===== config.mk =====
export PLATFORM = sky130hd
export DESIGN_NAME = decoder_2_flat
export DESIGN_NICKNAME = d
export VERILOG_FILES = /design/src/rtl/decoder_2_if.sv /design/src/rtl/decoder_2.sv /design/src/flat_wrapper.sv
export SDC_FILE = /design/constraint.sdc
export NUM_CORES = 1
export LEC_CHECK = 0
export ABC_AREA = 1
export CAP_MARGIN = 5
export CORE_MARGIN = 8
export CORE_UTILIZATION = 57
export CTS_BUF_LIST = sky130_fd_sc_hd__clkbuf_16
export DETAILED_ROUTE_END_ITERATION = 7
export PLACE_DENSITY = 0.87
export RECOVER_POWER = 100
export SETUP_SLACK_MARGIN = 0.2
export SLEW_MARGIN = 20
export SYNTH_ARGS = -nofsm -noshare
export SYNTH_HDL_FRONTEND = slang
export SYNTH_SLANG_ARGS = --single-unit

===== constraint.sdc =====
create_clock -name clk -period 6.3 [get_ports clk]
set_input_delay 1.89 -clock clk [delete_from_list [all_inputs] [get_ports clk]]
set_output_delay 1.89 -clock clk [all_outputs]
set_load 0.02 [all_outputs]

===== src/rtl/decoder_2_if.sv =====
// Handshake bundle for decoder_2: word input channel and decoded output channel.
//   valid_in/ready_in/data_in     : 24-bit word of three SECDED codewords (master -> decoder)
//   valid_out/ready_out           : decoded result handshake (decoder -> master)
//   data_out/status               : 12-bit payload and 2-bit worst-case status
interface decoder_2_if;
    localparam int unsigned WORD_W = 24;
    localparam int unsigned DATA_W = 12;
    localparam int unsigned STAT_W = 2;

    logic              valid_in;
    logic              ready_in;
    logic [WORD_W-1:0] data_in;
    logic              valid_out;
    logic              ready_out;
    logic [DATA_W-1:0] data_out;
    logic [STAT_W-1:0] status;

    // Decoder side
    modport slave (
        input  valid_in, data_in, ready_out,
        output ready_in, valid_out, data_out, status
    );

    // Producer/consumer side
    modport master (
        output valid_in, data_in, ready_out,
        input  ready_in, valid_out, data_out, status
    );
endinterface


===== src/rtl/decoder_2.sv =====
// decoder_2: decodes a 24-bit word of three extended Hamming(8,4) codewords, one
// sub-block per clock, correcting single-bit and flagging double-bit errors.
//   clk, rst  : clock, synchronous active-high reset
//   bus       : decoder_2_if.slave (valid_in/ready_in/data_in, valid_out/ready_out/data_out/status)
//   clr_cnt   : synchronous clear of both error counters (wins over increments)
//   corr_cnt  : saturating count of corrected sub-blocks
//   fail_cnt  : saturating count of uncorrectable sub-blocks
module decoder_2 #(
    parameter int unsigned CNT_W = 16
) (
    input  logic             clk,
    input  logic             rst,
    decoder_2_if.slave       bus,
    input  logic             clr_cnt,
    output logic [CNT_W-1:0] corr_cnt,
    output logic [CNT_W-1:0] fail_cnt
);
    localparam int unsigned WORD_W = 24;
    localparam int unsigned DATA_W = 12;

    typedef enum logic [2:0] {IDLE, DEC0, DEC1, DEC2, DONE} state_e;

    state_e              state_q, state_d;
    logic [WORD_W-1:0]   word_q,  word_d;
    logic [DATA_W-1:0]   data_q,  data_d;
    logic [1:0]          status_q, status_d;
    logic                ready_q, ready_d;
    logic                valid_q, valid_d;
    logic [CNT_W-1:0]    corr_q,  corr_d;
    logic [CNT_W-1:0]    fail_q,  fail_d;

    logic [7:0] sub_c;
    logic [7:0] fixed;
    logic [2:0] syn;
    logic       par;
    logic [3:0] sub_nib;
    logic [1:0] sub_st;
    logic       corr_inc;
    logic       fail_inc;

    // Select the sub-block belonging to the current decode state
    always_comb begin
        sub_c = 8'h00;
        case (state_q)
            DEC0:    sub_c = word_q[7:0];
            DEC1:    sub_c = word_q[15:8];
            DEC2:    sub_c = word_q[23:16];
            default: sub_c = 8'h00;
        endcase
    end

    // SECDED decode of one codeword: syndrome points at the bad bit (1-based)
    always_comb begin
        syn    = {sub_c[3] ^ sub_c[4] ^ sub_c[5] ^ sub_c[6],
                  sub_c[1] ^ sub_c[2] ^ sub_c[5] ^ sub_c[6],
                  sub_c[0] ^ sub_c[2] ^ sub_c[4] ^ sub_c[6]};
        par    = ^sub_c;
        fixed  = sub_c;
        sub_st = 2'b00;
        if (par) begin
            sub_st = 2'b01;
            if (syn != 3'd0) begin
                fixed[syn - 3'd1] = ~fixed[syn - 3'd1];
            end else begin
                fixed[7] = ~fixed[7];
            end
        end else if (syn != 3'd0) begin
            sub_st = 2'b10;
        end
        sub_nib = {fixed[6], fixed[5], fixed[4], fixed[2]};
    end

    // Next-state and datapath updates
    always_comb begin
        state_d  = state_q;
        word_d   = word_q;
        data_d   = data_q;
        status_d = status_q;
        corr_inc = 1'b0;
        fail_inc = 1'b0;
        case (state_q)
            IDLE: begin
                if (bus.valid_in && ready_q) begin
                    word_d   = bus.data_in;
                    status_d = 2'b00;
                    state_d  = DEC0;
                end
            end
            DEC0, DEC1, DEC2: begin
                case (state_q)
                    DEC0:    data_d[3:0]  = sub_nib;
                    DEC1:    data_d[7:4]  = sub_nib;
                    default: data_d[11:8] = sub_nib;
                endcase
                // Encoding is ordered so numeric max is severity max
                status_d = (sub_st > status_q) ? sub_st : status_q;
                corr_inc = (sub_st == 2'b01);
                fail_inc = (sub_st == 2'b10);
                state_d  = (state_q == DEC0) ? DEC1 :
                           (state_q == DEC1) ? DEC2 : DONE;
            end
            DONE: begin
                if (bus.ready_out) begin
                    state_d = IDLE;
                end
            end
            default: state_d = IDLE;
        endcase
        ready_d = (state_d == IDLE);
        valid_d = (state_d == DONE);
    end

    // Saturating counters; clear has priority
    always_comb begin
        corr_d = corr_q;
        fail_d = fail_q;
        if (clr_cnt) begin
            corr_d = '0;
            fail_d = '0;
        end else begin
            if (corr_inc && (corr_q != {CNT_W{1'b1}})) begin
                corr_d = corr_q + CNT_W'(1);
            end
            if (fail_inc && (fail_q != {CNT_W{1'b1}})) begin
                fail_d = fail_q + CNT_W'(1);
            end
        end
    end

    // State and output registers
    always_ff @(posedge clk) begin
        if (rst) begin
            state_q  <= IDLE;
            word_q   <= '0;
            data_q   <= '0;
            status_q <= 2'b00;
            ready_q  <= 1'b1;
            valid_q  <= 1'b0;
            corr_q   <= '0;
            fail_q   <= '0;
        end else begin
            state_q  <= state_d;
            word_q   <= word_d;
            data_q   <= data_d;
            status_q <= status_d;
            ready_q  <= ready_d;
            valid_q  <= valid_d;
            corr_q   <= corr_d;
            fail_q   <= fail_d;
        end
    end

    assign bus.ready_in  = ready_q;
    assign bus.valid_out = valid_q;
    assign bus.data_out  = data_q;
    assign bus.status    = status_q;
    assign corr_cnt      = corr_q;
    assign fail_cnt      = fail_q;
endmodule

===== src/flat_wrapper.sv =====
// flat-port wrapper written by rule: the top's interface ports become plain ports
module decoder_2_flat 
#(
    parameter int unsigned CNT_W = 16
)
  (clk, rst, clr_cnt, corr_cnt, fail_cnt, bus_valid_in, bus_data_in, bus_ready_out, bus_ready_in, bus_valid_out, bus_data_out, bus_status);
  decoder_2_if bus_i ();
  input  logic clk;
  input  logic rst;
  input  logic clr_cnt;
  output logic [CNT_W-1:0] corr_cnt;
  output logic [CNT_W-1:0] fail_cnt;
  input wire logic [$bits(bus_i.valid_in)-1:0] bus_valid_in;
  input wire logic [$bits(bus_i.data_in)-1:0] bus_data_in;
  input wire logic [$bits(bus_i.ready_out)-1:0] bus_ready_out;
  output wire logic [$bits(bus_i.ready_in)-1:0] bus_ready_in;
  output wire logic [$bits(bus_i.valid_out)-1:0] bus_valid_out;
  output wire logic [$bits(bus_i.data_out)-1:0] bus_data_out;
  output wire logic [$bits(bus_i.status)-1:0] bus_status;
  assign bus_i.valid_in = bus_valid_in;
  assign bus_i.data_in = bus_data_in;
  assign bus_i.ready_out = bus_ready_out;
  assign bus_ready_in = bus_i.ready_in;
  assign bus_valid_out = bus_i.valid_out;
  assign bus_data_out = bus_i.data_out;
  assign bus_status = bus_i.status;
  decoder_2 #(.CNT_W(CNT_W)) u_core (.clk(clk), .rst(rst), .bus(bus_i), .clr_cnt(clr_cnt), .corr_cnt(corr_cnt), .fail_cnt(fail_cnt));
endmodule

==> results.toml, run 1 <==
[floorplan]
fp-row-count = 31
die_height_um = 101
dieArea_um2 = 10200
io_pins = 77
die_w_um = 101
core_um2 = 7140
initial_core_util_pct = 57.7

[timing]
rsz0062_at_grt = "false"
setup_tns_ns = 0
skew_ns = 0.00548
slew_headroom_pct = 25.4
final_hold_viol_count = 0
min_period_ns = 4.39
setup_viol = 0
max_freq_mhz = 228
slew_viol_final = 0
worst_slew_pin_slew_ns = 1.11
period_share_pct = 69.7

[grt]
grt_first_pass_wirelength_um = 17200
grt_pass1_vias = 3992
gr-total-overflow = 0
grt_max_degree = 38
track_usage_pct = 20.6
antenna_found_initial = 0

[layout]
drive_above_1_share_pct = 4.64
post-route-cell-area_um2 = 5210
final_util_pct = 73.0
final_common_cell = "nand2_1"
finalNetCount = 720
syn_to_final_growth_pct = 26.5
diodes = 0
final_cells = 788
most-common-layout-cells = "nand2_1, nor2_1, dfxtp_1"

[min_path]
hold_path_class = "reg -> reg"

[detailed_routing]
drt_pass1_iterations = 4
routed-wl-met2_um = 5280
drt-vias-per-instance = 5.43
vias = 4279
ant_nets = 0
met3RoutedLength_um = 636
wirelength_um = 10500
top_layer = "met4"
drc = 0
wire_per_inst_um = 13.3
drt_iter0_drc = 210
wl_met1_um = 4320

[worst_setup_path]
crit_required_ns = 6.52
critPathKind = "reg -> reg"
cp.arrival_ns = 4.61
cp-end-kind = "flip-flop"
worstPathMaxFanout = 17
startpoint_type = "flip-flop"

[clock_tree]
cts_resized = 0
holdBufCountCts = 0
htreeDepth = 3
clockBufferDepth = 2
clock-sinks = 75
postCtsSetupRepairBufs = 0
cts_tree = "built"
cts_inserted_buffers = 9
clockRootBuffer = "clkbuf_16"
cts.clk_slew.worst_paths_ns = 0.06
clk_latency_ns = 0.33

[synthesis]
synth_fp_nets = 649
synth-seq-cells = 75
yosysTopAreaCell = "dfxtp_1"
netlist_instances = 614
avgSynthCellArea_um2 = 6.71
synth.distinct_cells = 30
synth.top_cell.area_share_pct = 36.5
seq_area_frac_synth_pct = 36.5
synthTopCellsByArea = "dfxtp_1, nand2_1, a21oi_1"
syn_area_um2 = 4120
yosysWarnings = 0

[placed_design]
io_buffers = 76
place_area_um2 = 4900
place_congestion = 0.918
hpwlAfterDp_um = 7560
placedCellCount = 772

[run]
maxCapViolations = 0

[power_and_ir_drop]
power_per_cell_area_nw_per_um2 = 352
p_leak_nw = 2.11
irDropWorstVdd_mv = 0.227

[outcome]
outcome = "finished clean"
## worst paths after layout
path / start / end / slack [ns] / cells after the start
worst max-delay path: u_core.state_q[0]$_SDFF_PP0_ / u_core.bus.status[0]$_SDFFE_PP0P_ / 1.91 / 19
worst min-delay path: u_core.word_q[17]$_SDFFE_PP0P_ / u_core.word_q[17]$_SDFFE_PP0P_ / 0.48 / 2
worst max register to register: u_core.state_q[0]$_SDFF_PP0_ / u_core.bus.status[0]$_SDFFE_PP0P_ / 1.91 / 19
worst min register to register: u_core.word_q[17]$_SDFFE_PP0P_ / u_core.word_q[17]$_SDFFE_PP0P_ / 0.48 / 2
## critical path, cell delays in order, from the launching register on
cell	delay [ns]
dfxtp_1	0.58
nand2_2	0.07
nor2_1	0.84
nand2_1	0.21
nand3_1	0.33
nand2_1	0.10
nand2_1	0.07
nand2_1	0.11
nand2_1	0.15
inv_1	0.10
ha_1	0.20
ha_1	0.27
nor2_1	0.20
ha_1	0.27
a21oi_1	0.14
a21oi_1	0.06
a21oi_1	0.18
inv_1	0.12
o211ai_1	0.20
inv_1	0.06
## per-layer routing
layer,GRT usage [%],vias up
met5,0,-
met4,8.82,0
met3,4.01,28
met2,37.5,172
met1,22.4,1944
li1,-,2135
## sequential cells by signal, summed over array words and instances, names as in the netlist
name,count
u_core.bus.data_out,12
u_core.bus.ready_in,1
u_core.bus.status,2
u_core.bus.valid_out,1
u_core.corr_cnt,16
u_core.fail_cnt,16
u_core.state_q,3
u_core.word_q,24
## report_power, final
part	switching, W	internal [W]
clock network	0.000190	0.000382
registers	0.0000407	0.000540
logic	0.000465	0.000219
total	0.000696	0.00114
## cell usage after synthesis (all sizes together)
library cell and count:
nand3 47, xor2 21, ha 6, buf 8
a21oi 57, nand4 9, inv 55, clkbuf 9
o211ai 3, xnor2 8, o22ai 1, dfxtp 75
nor4 4, nor3 20, nor2 79, nand2 169
clkinv 2, o21ai 41
## metrics by stage
step	hold slack [ns]	total power, W	setup WS, ns
2_1_floorplan	0.430	0.00112	3.37
3_3_place_gp	0.454	0.00125	1.91
3_5_place_dp	0.464	0.00128	1.74
4_1_cts	0.479	0.00185	2.07
5_1_grt	0.501	0.00194	1.50
6_report	0.482	0.00184	1.91
## area by class of cell
| class | instances | area [µm²] |
|---|---|---|
| Multi-Input combinational cell | 465 | 2260 |
| Fill cell | 582 | 1930 |
| Sequential cell | 75 | 1500 |
| Timing Repair Buffer | 77 | 772 |
| Clock buffer | 9 | 225 |
| Inverter | 57 | 216 |
| Tap cell | 99 | 124 |
| Clock inverter | 6 | 105 |
## cells by family after synthesis
logic type,Yosys count,synth area share (%)
AO/OA/AOI/OAI,102,12.6
adder cells (fa/ha/maj),6,1.82
XOR/XNOR,29,6.17
AND/OR/NAND/NOR,328,35.2
buffers and inverters,74,7.78
flip-flops,75,36.5
(Power assumes the default switching activity.)
==> run 2, diff against run 1 <==
- CORE_UTILIZATION: 57 -> 47
- PLACE_DENSITY: 0.87 -> 0.77
- clock period: 6.3 -> 3.9 ns (I/O delays scaled with it)
==> run 2 against run 1 <==
Against the previous run: worst hold slack worse by 0.012 ns; final cell count is 2.4% higher; power is 49% higher; clock power is 25% higher; sequential cell count stayed put; first-iteration DRC count is 4.3% lower; design area hardly changed; via count is 3.8% lower; clock-buffer cell count stayed put.
==> results.toml, run 2 (synthesis results as in run 1) <==
[worst_setup_path]
critPathKind = "in -> reg"
cp-end-kind = "flip-flop"
worstReg2RegEnd = "u_core.fail_cnt[2]$_SDFFE_PP0P_"
cp.arrival_ns = 3.58
slowest_stage = "clkbuf_1"
crit_path_max_incr_delay_ns = 0.85
crit_required_ns = 4.11
r2r_start = "u_core.state_q[0]$_SDFF_PP0_"
rr_worst_depth = 16
rrSetupSlack_ns = 0.56
worstPathMaxFanout = 33
path_cells = "dlygate4sd3_1, nand4_1, clkbuf_1, clkinv_1, clkbuf_1, nor2_1, nor2_1"
startpoint_type = "input pin"

[clock_tree]
clk_latency_ns = 0.33
clock-sinks = 75
cts_tree = "built"
clockBufferDepth = 2
cts.clk_slew.worst_paths_ns = 0.05
cts_inserted_buffers = 9
clockRootBuffer = "clkbuf_16"
htreeDepth = 3

[power_and_ir_drop]
p_leak_nw = 2.13
p_int_w = 0.00165
switching_share_pct = 39.6
switchingPower_w = 0.00108
p_clk_share_pct = 26.1
p_comb_share_pct = 39.5
irDropWorstVdd_mv = 0.244
p_seq_share_pct = 34.4
power_per_cell_area_nw_per_um2 = 523

[detailed_routing]
drt_pass1_iterations = 5
routed-wl-met2_um = 4710
vias = 4118
ant_nets = 0
wire_per_inst_um = 12.3
drt_iter0_drc = 201
drc = 0
top_layer = "met4"
met3RoutedLength_um = 557
wl_met1_um = 4480
drt-vias-per-instance = 5.10
wirelength_um = 9900

[floorplan]
core_um2 = 8590
io_pins = 77
die_height_um = 110
fp-row-count = 34
initial_core_util_pct = 47.9
dieArea_um2 = 12000
die_w_um = 110

[layout]
most-common-layout-cells = "nand2_1, nor2_1, dfxtp_1"
drive_above_1_share_pct = 5.58
largest_reg_flops = 24
final_common_cell = "nand2_1"
final_cells = 807
post-route-cell-area_um2 = 5210
largest_register = "u_core.word_q"
diodes = 0
syn_to_final_growth_pct = 26.5
fill_cells = 797
finalNetCount = 730

[placed_design]
place_area_um2 = 4940
io_buffers = 76
place_congestion = 0.932
placedCellCount = 785
hpwlAfterDp_um = 7470

[min_path]
worst_hold_path.endpoint = "u_core.word_q[5]$_SDFFE_PP0P_"
hold_depth = 2
hold_start = "u_core.word_q[5]$_SDFFE_PP0P_"
hold_path_class = "reg -> reg"

[timing]
period_share_pct = 86.3
slew_headroom_pct = 23.1
skew_ns = 0.00587
worst_slew_pin_slew_ns = 1.15
setup_viol = 0
slew_viol_final = 0
final_hold_viol_count = 0
min_period_ns = 3.37
setup_tns_ns = 0
hold_ws_ns = 0.470
max_freq_mhz = 297
rsz0062_at_grt = "false"

[grt]
grt_max_degree = 38
antenna_found_initial = 0
gr-total-overflow = 0
grt_pass1_vias = 3832
grt_first_pass_wirelength_um = 16900
track_usage_pct = 17.0

[outcome]
outcome = "finished clean"

[run]
maxCapViolations = 0
run 2: cell count changes in the layout (fill, tap and decap cells not counted), sizes merged:
| cell | previous run | this run |
|---|---|---|
| bufinv | 3 | 0 |
| clkinv | 4 | 6 |
| buf | 1 | 8 |
| clkbuf | 9 | 12 |
| clkinvlp | 1 | 0 |
| inv | 55 | 57 |
run 2: worst max path at each step:
stage,cells past startpoint,from,endpoint
2_1_floorplan,21,u_core.state_q[2]$_SDFF_PP0_,u_core.bus.status[0]$_SDFFE_PP0P_
3_3_place_gp,19,u_core.state_q[0]$_SDFF_PP0_,u_core.bus.status[0]$_SDFFE_PP0P_
3_5_place_dp,19,u_core.state_q[0]$_SDFF_PP0_,u_core.bus.status[0]$_SDFFE_PP0P_
4_1_cts,19,u_core.state_q[0]$_SDFF_PP0_,u_core.bus.status[0]$_SDFFE_PP0P_
5_1_grt,18,u_core.state_q[2]$_SDFF_PP0_,u_core.corr_cnt[4]$_SDFFE_PP0P_
6_report,7,bus_valid_in,u_core.word_q[13]$_SDFFE_PP0P_
run 2: per-layer routing:
| metal | GRT usage, % | vias up |
|---|---|---|
| met5 | 0 | - |
| met3 | 4.04 | 16 |
| li1 | - | 2160 |
| met2 | 28.9 | 90 |
| met1 | 20.2 | 1852 |
| met4 | 6.56 | 0 |
run 2: repair_timing:
item	in CTS	in global routing
hold buffers	0	0
buffers inserted	0	7
endpoints found under the setup margin	0	3
hold endpoints to repair	0	0
gates resized for setup	0	1
run 2: power groups by stage:
stage	clock network (W)	logic, W	registers, W
floorplan	0	0.000830	0.000980
global placement	0	0.00108	0.000952
detailed placement	0	0.00112	0.000955
CTS	0.000726	0.00112	0.000939
global route	0.000764	0.00122	0.000951
finish	0.000713	0.00108	0.000938
run 2: worst max-delay path: cells and delay by family:
kind / cells / cell delay (ns)
buffers and inverters: 4 / 2.04
AND/OR/NAND/NOR: 3 / 0.35
run 2: per-stage QoR:
step	util (%)	worst slack, ns	power (W)
after floorplan	-	0.974	0.00181
after global placement	57.5	0.562	0.00204
after detailed placement	57.5	0.377	0.00207
after CTS	60.4	0.370	0.00279
after global routing	60.6	0.226	0.00294
final	60.6	0.533	0.00273
run 2: layout make-up:
cell class / count / area [µm²] / share of cell area (%)
inverter: 57 / 216 / 4.15
multi-input combinational: 465 / 2270 / 43.6
clock inverter: 6 / 26.3 / 0.504
clock buffer: 9 / 225 / 4.32
tap: 108 / 135 / 2.59
sequential: 75 / 1500 / 28.8
timing repair buffer: 87 / 832 / 16.0
